`src/rtl/seg_scan_decoder.sv`:
```
// Receive-side decoder for a time-multiplexed, active-low 7-segment bus.
// Captures each digit once it has been stable and publishes whole frames.
module seg_scan_decoder #(
  parameter int unsigned NUM_DIGITS    = 3,
  parameter int unsigned STABLE_CYCLES = 4
) (
  input  logic                    clk,
  input  logic                    rst,
  input  logic [7:0]              seg_in,
  input  logic [NUM_DIGITS-1:0]   dig_sel,
  output logic [4*NUM_DIGITS-1:0] digit_val,
  output logic [NUM_DIGITS-1:0]   digit_dp,
  output logic [NUM_DIGITS-1:0]   digit_ok,
  output logic                    frame_valid,
  output logic                    err
);

  localparam int unsigned InW        = 8 + NUM_DIGITS;
  localparam logic [7:0]  StableMax  = 8'(STABLE_CYCLES);
  localparam logic [7:0]  StableLast = 8'(STABLE_CYCLES - 1);

  typedef enum logic [0:0] {StSettle, StLatched} state_e;

  logic [InW-1:0]          live, in_q;
  logic [7:0]              cnt_q, cnt_d;
  state_e                  state_q, state_d;
  logic                    same, capture;

  logic [7:0]              cap_seg;
  logic [NUM_DIGITS-1:0]   cap_sel;
  logic [6:0]              seg_on;
  logic [4:0]              glyph;
  logic                    g_ok;
  logic [3:0]              g_val;
  logic                    sel_blank, sel_one, wr, bad, publish;

  logic [NUM_DIGITS-1:0]   seen_q, seen_d;
  logic [4*NUM_DIGITS-1:0] shadow_val_q, digit_val_q;
  logic [NUM_DIGITS-1:0]   shadow_dp_q, shadow_ok_q, digit_dp_q, digit_ok_q;
  logic                    frame_valid_q, err_q;

  // Returns {legal, value}; value is 0 for anything that is not a hex glyph.
  function automatic logic [4:0] glyph_decode(input logic [6:0] s);
    logic [4:0] r;
    r = 5'b0;
    case (s)
      7'h3F: r = {1'b1, 4'h0};
      7'h06: r = {1'b1, 4'h1};
      7'h5B: r = {1'b1, 4'h2};
      7'h4F: r = {1'b1, 4'h3};
      7'h66: r = {1'b1, 4'h4};
      7'h6D: r = {1'b1, 4'h5};
      7'h7D: r = {1'b1, 4'h6};
      7'h07: r = {1'b1, 4'h7};
      7'h7F: r = {1'b1, 4'h8};
      7'h6F: r = {1'b1, 4'h9};
      7'h77: r = {1'b1, 4'hA};
      7'h7C: r = {1'b1, 4'hB};
      7'h39: r = {1'b1, 4'hC};
      7'h5E: r = {1'b1, 4'hD};
      7'h79: r = {1'b1, 4'hE};
      7'h71: r = {1'b1, 4'hF};
      default: r = 5'b0;
    endcase
    return r;
  endfunction

  assign live = {seg_in, dig_sel};
  assign same = (live == in_q);

  always_comb begin
    cnt_d   = cnt_q;
    state_d = state_q;
    capture = 1'b0;
    if (!same) begin
      cnt_d = 8'd1;
    end else if (cnt_q < StableMax) begin
      cnt_d = cnt_q + 8'd1;
    end
    unique case (state_q)
      StSettle: begin
        if (same && cnt_q == StableLast) begin
          capture = 1'b1;
          state_d = StLatched;
        end
      end
      StLatched: begin
        if (!same) state_d = StSettle;
      end
      default: state_d = StSettle;
    endcase
  end

  assign cap_seg   = in_q[InW-1 -: 8];
  assign cap_sel   = ~in_q[NUM_DIGITS-1:0];
  assign seg_on    = ~cap_seg[6:0];
  assign glyph     = glyph_decode(seg_on);
  assign g_ok      = glyph[4];
  assign g_val     = glyph[3:0];
  assign sel_blank = (cap_sel == '0);
  assign sel_one   = $onehot(cap_sel);
  assign wr        = capture && sel_one;
  // A dark digit is legitimate blanking; any other unknown pattern is an error.
  assign bad       = capture && !sel_blank && (!sel_one || (!g_ok && seg_on != 7'd0));
  assign publish   = (seen_q == '1);

  always_comb begin
    seen_d = publish ? '0 : seen_q;
    if (wr) seen_d = seen_d | cap_sel;
  end

  always_ff @(posedge clk) begin
    if (rst) begin
      in_q          <= '0;
      cnt_q         <= '0;
      state_q       <= StSettle;
      seen_q        <= '0;
      shadow_val_q  <= '0;
      shadow_dp_q   <= '0;
      shadow_ok_q   <= '0;
      digit_val_q   <= '0;
      digit_dp_q    <= '0;
      digit_ok_q    <= '0;
      frame_valid_q <= 1'b0;
      err_q         <= 1'b0;
    end else begin
      in_q    <= live;
      cnt_q   <= cnt_d;
      state_q <= state_d;
      seen_q  <= seen_d;
      for (int i = 0; i < int'(NUM_DIGITS); i++) begin
        if (wr && cap_sel[i]) begin
          shadow_val_q[4*i +: 4] <= g_val;
          shadow_ok_q[i]         <= g_ok;
          shadow_dp_q[i]         <= ~cap_seg[7];
        end
      end
      if (publish) begin
        digit_val_q <= shadow_val_q;
        digit_dp_q  <= shadow_dp_q;
        digit_ok_q  <= shadow_ok_q;
      end
      frame_valid_q <= publish;
      err_q         <= bad;
    end
  end

  assign digit_val   = digit_val_q;
  assign digit_dp    = digit_dp_q;
  assign digit_ok    = digit_ok_q;
  assign frame_valid = frame_valid_q;
  assign err         = err_q;

endmodule

```
`config.mk`:
```
export PLATFORM = sky130hd
export DESIGN_NAME = seg_scan_decoder
export DESIGN_NICKNAME = d
export VERILOG_FILES = /design/src/rtl/seg_scan_decoder.sv
export SDC_FILE = /design/constraint.sdc
export NUM_CORES = 1
export LEC_CHECK = 0
export CAP_MARGIN = 15
export CORE_AREA = 2 2 75 131
export CTS_CLUSTER_SIZE = 30
export DETAILED_ROUTE_END_ITERATION = 10
export DIE_AREA = 0 0 77 133
export MAX_ROUTING_LAYER = met4
export PLACE_DENSITY_LB_ADDON = 0.08
export SETUP_SLACK_MARGIN = 0.02
export SYNTH_ARGS = -nofsm -noshare
export SYNTH_HDL_FRONTEND = slang
export SYNTH_SLANG_ARGS = --single-unit
```
`constraint.sdc`:
```
create_clock -name clk -period 2.4 [get_ports clk]
set_input_delay 0.72 -clock clk [delete_from_list [all_inputs] [get_ports clk]]
set_output_delay 0.72 -clock clk [all_outputs]
set_load 0.02 [all_outputs]
```
* Word-level counts from Yosys, hierarchy flattened
Index checks and enable logic that the tools add are counted.
** Word-level totals
- Bits in registers :: 61
- Input port bits :: 13
- Word-level logic and storage cells :: 74
- Output and inout bits :: 20
** Operators by class
- Eq/ne operators :: 21
- Reduce and logical (&&, ||, !) cells :: 15
- Bitwise gates (word level) :: 6
- Muxes and demuxes :: 9
- $lt $le $gt $ge :: 1
- Add/sub/neg operators :: 3
** Operators with widths (count)
- $eq 7x7->1 const B :: 12
- $pmux 5 s16 :: 1
- $eq 7x3->1 const B :: 2
- $eq 7x6->1 const B :: 2
- $eq 11x11->1 :: 1
- $add 8x1->8 const B :: 1
- $eq 8x2->1 const B :: 1
- $logic_and 1x1->1 :: 8
- $lt 8x3->1 const B :: 1
- $not 7->7 :: 1
- $reduce_bool 7->1 :: 1
- $mux 3 :: 2
- $mux 1 :: 5
- $eq 3x3->1 const B :: 1
- $logic_not 1->1 :: 3
- $logic_not 3->1 :: 1
- $not 1->1 :: 3
- $not 3->3 :: 1
- $or 3x3->3 :: 1
- $add 1x1->2 :: 1
- $add 2x1->2 :: 1
- $eq 2x1->1 const B :: 1
- $ne 2x1->1 const B :: 1
- $pmux 1 s2 :: 1
- 2 further kinds :: 2

* Logic depth before layout (Yosys ltp)
Gate-level depths: netlist of the first run.
- Depth after elaboration :: 7
- Mapped depth :: 7
- Gate-level depth less buffers :: 6

* Worst setup path before layout of the first run
Ideal clock, no wire load.
- Kind :: input port to flip-flop
- From :: input dig_sel[1]
- To :: register shadow_val_q[1]
- Setup time :: 128 ps
- Path buffers :: 0
- Path slack :: 406 ps
- Arrival time :: 1867 ps
- Stages :: 5
- Data required time :: 2272 ps
- Path through :: xnor2_1 nand3_2 nor4_4 mux2i_1 nor2_1
** Between the ends
- Word-level cells in the longest chain between the ends :: 6
** RTL lines
- start, declared :: RTL line 10 : input logic [NUM_DIGITS-1:0] dig_sel,
- $eq 11x11->1 :: RTL line 69 : assign same = (live == in_q);
- $logic_and 1x1->1 :: RTL line 82 : if (same && cnt_q == StableLast) begin
- $mux 1 :: RTL line 82
- $mux 1 :: RTL line 80 : unique case (state_q)
- $logic_and 1x1->1 :: RTL line 102 : assign wr = capture && sel_one;
- $logic_and 1x1->1 :: RTL line 132 : if (wr && cap_sel[i]) begin
- end signal, assigned by index :: RTL line 133 : shadow_val_q[4*i +: 4] <= g_val;
- end, declared :: RTL line 38 : logic [4*NUM_DIGITS-1:0] shadow_val_q, digit_val_q;
No other way between the ends.
A chain may end at the register's enable or synchronous reset.

* Worst setup path after layout of the first run
- From :: input seg_in[7]
- To :: register shadow_val_q[8]
** Between the ends
- Word-level cells in the longest chain between the ends :: 6
** RTL lines
- start, declared :: RTL line 9 : input logic [7:0] seg_in,
- $eq 11x11->1 :: RTL line 69
- $logic_and 1x1->1 :: RTL line 82
- $mux 1 :: RTL line 82
- $mux 1 :: RTL line 80
- $logic_and 1x1->1 :: RTL line 102
- $logic_and 1x1->1 :: RTL line 132
No other way between the ends.

==> results of run 1 <==
## per-layer routing
layer | track usage | vias up | wire length [µm]
met3 | 0.0362 | 9 | 172
met1 | 0.147 | 1074 | 2680
met4 | 0.0655 | 0 | 137
met5 | - | - | 0
met2 | 0.266 | 38 | 3820
li1 | - | 1168 | -
## cells by family (layout without fill, tap and decap cells)
group | Yosys count | count (layout) | share of synthesized area
xor+xnor | 13 | 13 | 0.0475
simple gates | 139 | 139 | 0.300
buf+inv | 27 | 81 | 0.0438
mux | 10 | 10 | 0.0369
flops | 61 | 61 | 0.450
fa+ha+maj | 2 | 2 | 0.0120
compound gates | 50 | 50 | 0.109
## where the power goes
group / internal (W) / total [W] / switching [W]
Combinational: 0.0000862 / 0.000179 / 0.0000927
Clock: 0.000827 / 0.00126 / 0.000437
Sequential: 0.00103 / 0.00105 / 0.0000282
Total: 0.00194 / 0.00250 / 0.000558
## repair_timing
| item | CTS | global route |
|---|---|---|
| endpoints found under the setup margin | 0 | 1 |
| resized for setup | 0 | 1 |
| hold buffers | 0 | 0 |
## worst max path at each step
stage	start	endpoint	slack (ns)
floorplan	dig_sel[1]	shadow_val_q[1]	0.41
global placement	seg_in[7]	shadow_val_q[10]	-0.16
detailed placement	seg_in[7]	shadow_val_q[10]	-0.18
CTS	seg_in[7]	shadow_val_q[10]	0.17
global route	seg_in[7]	shadow_val_q[7]	0.03
finish	seg_in[7]	shadow_val_q[8]	0.20
## registers in the layout, indices dropped and copies added, names as in the netlist
name and flops:
digit_val 12, frame_valid 1, cnt_q 8, shadow_dp_q 3, digit_dp 3, err 1
in_q 11, shadow_val_q 12, digit_ok 3, seen_q 3, state_q 1, shadow_ok_q 3
## cells in the final DEF, fill, tap and decap left out, drive strengths merged, types with 2 or more instances in the layout
master,instances
dfxtp,61
nand2,41
clkdlybuf4s50,31
a21oi,29
buf,28
nor2,23
nor2b,13
nand4,12
clkbuf,12
xnor2,11
mux2i,10
nor3,10
nor4,10
and2,6
o21ai,6
inv,6
nand3,5
nor3b,4
a211oi,4
and4,3
nor4b,3
and3,2
xor2,2
o21a,2
nand4b,2
a31oi,2
and4b,2
a2bb2oi,2
clkinv,2
## worst max-delay path: cells and delay by family
| kind | cells | cell delay (ns) |
|---|---|---|
| buffers and inverters | 2 | 0.67 |
| and+or+nand+nor | 2 | 0.57 |
| AOI/OAI and AO/OA | 2 | 0.23 |
| xor gates and xnor gates | 1 | 0.22 |
## through the flow
stage / setup slack (ns) / utilization / setup TNS (ns)
floorplan: 0.406 / - / 0
global placement: -0.161 / 0.354 / -1.66
detailed placement: -0.180 / 0.354 / -2.29
CTS: 0.167 / 0.385 / 0
global route: 0.0332 / 0.386 / 0
finish: 0.195 / 0.386 / 0
## layout make-up
type | count | area (µm²)
clock buffer | 12 | 246
clock inverter | 4 | 47.5
fill | 1002 | 5710
inverter | 6 | 22.5
multi-input combinational | 214 | 1380
sequential | 61 | 1220
tap | 122 | 153
timing repair buffer | 59 | 518
==> impl_metrics.tcl, run 1 <==
set metrics [dict create \
    worstMarginPinSlew_ns 0.647 \
    die_x_um 77 \
    relSlewSlack 0.569 \
    track_usage 0.147 \
    grt_pass1_wl_mm 11.3 \
    synth_common_cells "dfxtp_1, nand2_1, a21oi_1" \
    antenna_cells 0 \
    finalPower_w 0.00250 \
    wl_per_cell_um 14.2 \
    r2r_end "shadow_val_q[8]" \
    worstSetupStartpointType "primary input" \
    endpoint_kind "flip-flop" \
    clock_skew_ns 0.00589 \
    cts.sinks 61 \
    synth_top_area_cell "dfxtp_1" \
    drc 0 \
    cts_tree "done" \
    drt_iter0_markers 121 \
    cpMaxStageDelayCell "clkdlybuf4s50_1" \
    initial_utilization 0.292 \
    dp_cells 462 \
    worstRegToRegCells 7 \
    synth-edff-count 0 \
    p_leak_nw 1.29 \
    io_pins 33 \
    viasPerCell 4.79 \
    cts_setup_buffers 0 \
    grt_antenna_before_repair 0 \
    cap_viol_max_count 0 \
    area_delta_synth_final_pct 32.3 \
    cts_made_buffers 9 \
    place.port_buffers 32 \
    finalMaxSlewViolations 0 \
    status "complete, no violations" \
    max-vdd-ir-drop_mv 0.393 \
    hold_viol_final 0 \
    drt-total-wl_mm 6.81 \
    min_period_ns 2.21 \
    firstDrtPassIters 4 \
    synth.cell_area_um2 2710 \
    synth_top_area_frac 0.450 \
    final_antenna_net_count 0 \
    hold_end "digit_val[8]" \
    path_max_fanout 5 \
    grt-ovfl-total 0 \
    crit_required_ns 2.60 \
    worstReg2RegStart "in_q[0]" \
    synth.area.top_cells "dfxtp_1, nand2_1, a21oi_1" \
    clk_latency_ns 0.33 \
    stdcell_count 478 \
    grt_max_degree 29 \
    crit_path_max_incr_delay_ns 0.43 \
    holdPathStages 2 \
    clock.fmax_mhz 454 \
    synth-seq-cells 61 \
    cp.arrival_ns 2.41 \
    synth_nets 317 \
    min_from "shadow_val_q[8]" \
    syn_inst 302 \
    drive_gt1_frac 0.152 \
    clockBufferDepth 2 \
    dieArea_um2 10200 \
    rrSetupSlack_ns 0.29 \
    whs_ns 0.446 \
    yosysMostFrequentCell "dfxtp_1" \
    clkTransAtPathRegs_ns 0.05 \
    finalCritPeriodShare 0.919 \
    synth_cell_types 47 \
    avgSynthCellArea_um2 8.98 \
    worstHoldPathType "reg2reg" \
    placed_area_um2 3290 \
    setup_viol 0 \
    synth_ff_type "dfxtp_1" \
    nets 366 \
    hpwl_mm 5.15 \
    rows 47 \
    ys_async_sr_fraction 0 \
    core-area_um2 9290 \
    cts-root-buf "clkbuf_16" \
    yosys_warnings 0 \
    synth-seq-area-share 0.450 \
    final_cell_area_um2 3590 \
    rsz0062_at_grt "false" \
    gp_congestion 0.798 \
    die_h_um 133 \
    htreeDepth 3 \
    p_per_area_nw_per_um2 696 \
    crit_chain "clkdlybuf4s50_1 -> xnor2_1 -> and4_1 -> nand4_1 -> buf_4 -> o21ai_0 -> a21oi_1" \
    grt_pass1_vias 2238 \
    crit_type "in2reg" \
    route.vias.total 2289 \
]
Note: power is estimated with default switching activity, not from simulation.
==> inputs of run 2 (changes only) <==
--- a/config.mk
+++ b/config.mk
@@ -6,10 +6,10 @@
 export NUM_CORES = 1
 export LEC_CHECK = 0
 export CAP_MARGIN = 15
-export CORE_AREA = 2 2 75 131
+export CORE_AREA = 2 2 70 122
 export CTS_CLUSTER_SIZE = 30
 export DETAILED_ROUTE_END_ITERATION = 10
-export DIE_AREA = 0 0 77 133
+export DIE_AREA = 0 0 72 124
 export MAX_ROUTING_LAYER = met4
 export PLACE_DENSITY_LB_ADDON = 0.08
 export SETUP_SLACK_MARGIN = 0.02
==> run 2 against run 1 <==
Compared with the run above: die area down 13%; sequential share of layout area up 0.49 points; non-clock buffer count down 6; fmax decreased by 0.37%; first-iteration DRC count down 8.3%; clock-buffer cell count did not move; wire length fell by 8.3%; critical path depth unchanged; clock skew rose by 0.0010 ns; combinational power down 4%; clock power increased by 11%; hold slack better by 0.0067 ns; largest cell class unchanged.
==> impl_metrics.tcl, run 2 (synthesized netlist as in run 1, its figures left out) <==
set metrics [dict create \
    dp_cells 424 \
    worstSetupStartpointType "primary input" \
    cap_viol_max_count 0 \
    dieArea_um2 8930 \
    status "complete, no violations" \
    endpoint_kind "flip-flop" \
    p_leak_nw 1.28 \
    initial_utilization 0.343 \
    wl_per_cell_um 14.2 \
    die_h_um 124 \
    clockBufferDepth 2 \
    die_x_um 72 \
    crit_required_ns 2.61 \
    cts.sinks 61 \
    max-vdd-ir-drop_mv 0.389 \
    firstDrtPassIters 4 \
    grt-ovfl-total 0 \
    antenna_cells 0 \
    place.port_buffers 32 \
    setup_viol 0 \
    rsz0062_at_grt "false" \
    grt_max_degree 29 \
    hpwl_mm 4.63 \
    nets 360 \
    cp.arrival_ns 2.42 \
    p_per_area_nw_per_um2 742 \
    grt_pass1_vias 2253 \
    route.vias.total 2256 \
    drive_gt1_frac 0.140 \
    clock_skew_ns 0.00691 \
    final_antenna_net_count 0 \
    min_period_ns 2.21 \
    clkTransAtPathRegs_ns 0.05 \
    clock.fmax_mhz 452 \
    drt-total-wl_mm 6.24 \
    clk_latency_ns 0.33 \
    area_delta_synth_final_pct 30.4 \
    drc 0 \
    finalMaxSlewViolations 0 \
    track_usage 0.161 \
    worstHoldPathType "reg2reg" \
    path_max_fanout 6 \
    rows 43 \
    cts-root-buf "clkbuf_16" \
    finalPower_w 0.00262 \
    cts_made_buffers 9 \
    grt_antenna_before_repair 0 \
    final_util 0.447 \
    gp_congestion 0.796 \
    stdcell_count 440 \
    grt_pass1_wl_mm 10.6 \
    relSlewSlack 0.583 \
    cts_tree "done" \
    final_common_cell "dfxtp_1" \
    finalCritPeriodShare 0.922 \
    htreeDepth 3 \
    timing.final.ws_setup_ns 0.187 \
    core-area_um2 7910 \
    viasPerCell 5.13 \
    worstMarginPinSlew_ns 0.626 \
    crit_type "in2reg" \
    io_pins 33 \
    drt_iter0_markers 111 \
    hold_viol_final 0 \
    mostFrequentLayoutCells "dfxtp_1, nand2_1, clkdlybuf4s50_1" \
    dp_slack_ns -0.208 \
]
-- run 2: cell count changes in the layout (fill, tap and decap cells not counted), sizes merged --
cell	delta
buf	-6
bufinv	+1
clkinvlp	-1
-- run 2: worst paths after layout --
kind,from,end,slack (ns),cells after the start
worst max-delay path,dig_sel[1],shadow_val_q[3],0.19,7
worst min-delay path,digit_dp[2],digit_dp[2],0.45,2
worst max register to register,in_q[0],shadow_val_q[2],0.28,6
worst min register to register,digit_dp[2],digit_dp[2],0.45,2
-- run 2: where the power goes --
part	internal [W]	switching, W
clock	0.000961	0.000437
sequential	0.00103	0.0000268
combinational	0.0000818	0.0000907
total	0.00207	0.000554
-- run 2: through the flow --
stage / hold WS [ns] / area, µm² / TNS, ns
2_1_floorplan: 0.428 / 2710 / 0
3_3_place_gp: 0.444 / 3200 / -2.25
3_5_place_dp: 0.444 / 3200 / -3.25
4_1_cts: 0.455 / 3530 / 0
5_1_grt: 0.477 / 3530 / 0
6_report: 0.452 / 3530 / 0
-- run 2: final cells by class --
cell class,count,area [µm²]
fill,811,4370
multi-input combinational,214,1380
sequential,61,1220
timing repair buffer,53,473
clock buffer,12,256
tap,90,113
clock inverter,4,70.1
inverter,6,22.5
-- run 2: routing by layer --
metal,global-route usage,part of all wire,up-vias
met5,-,0,-
met4,0.0908,0.025,0
met3,0.0348,0.034,13
met2,0.281,0.54,51
met1,0.165,0.40,1042
li1,-,-,1150
-- run 2: worst max-delay path: stages --
cell             delay, ns
clkdlybuf4s50_1       0.45
xnor2_1               0.23
nand3_2               0.25
nor4_4                0.31
buf_4                 0.20
mux2i_1               0.19
nor2_1                0.06
-- run 2: timing repair --
item / 4_1_cts / 5_1_grt
buffers inserted: 0 / 0
endpoints found under the setup margin: 0 / 2
gates resized for setup: 0 / 1
hold buffers: 0 / 0
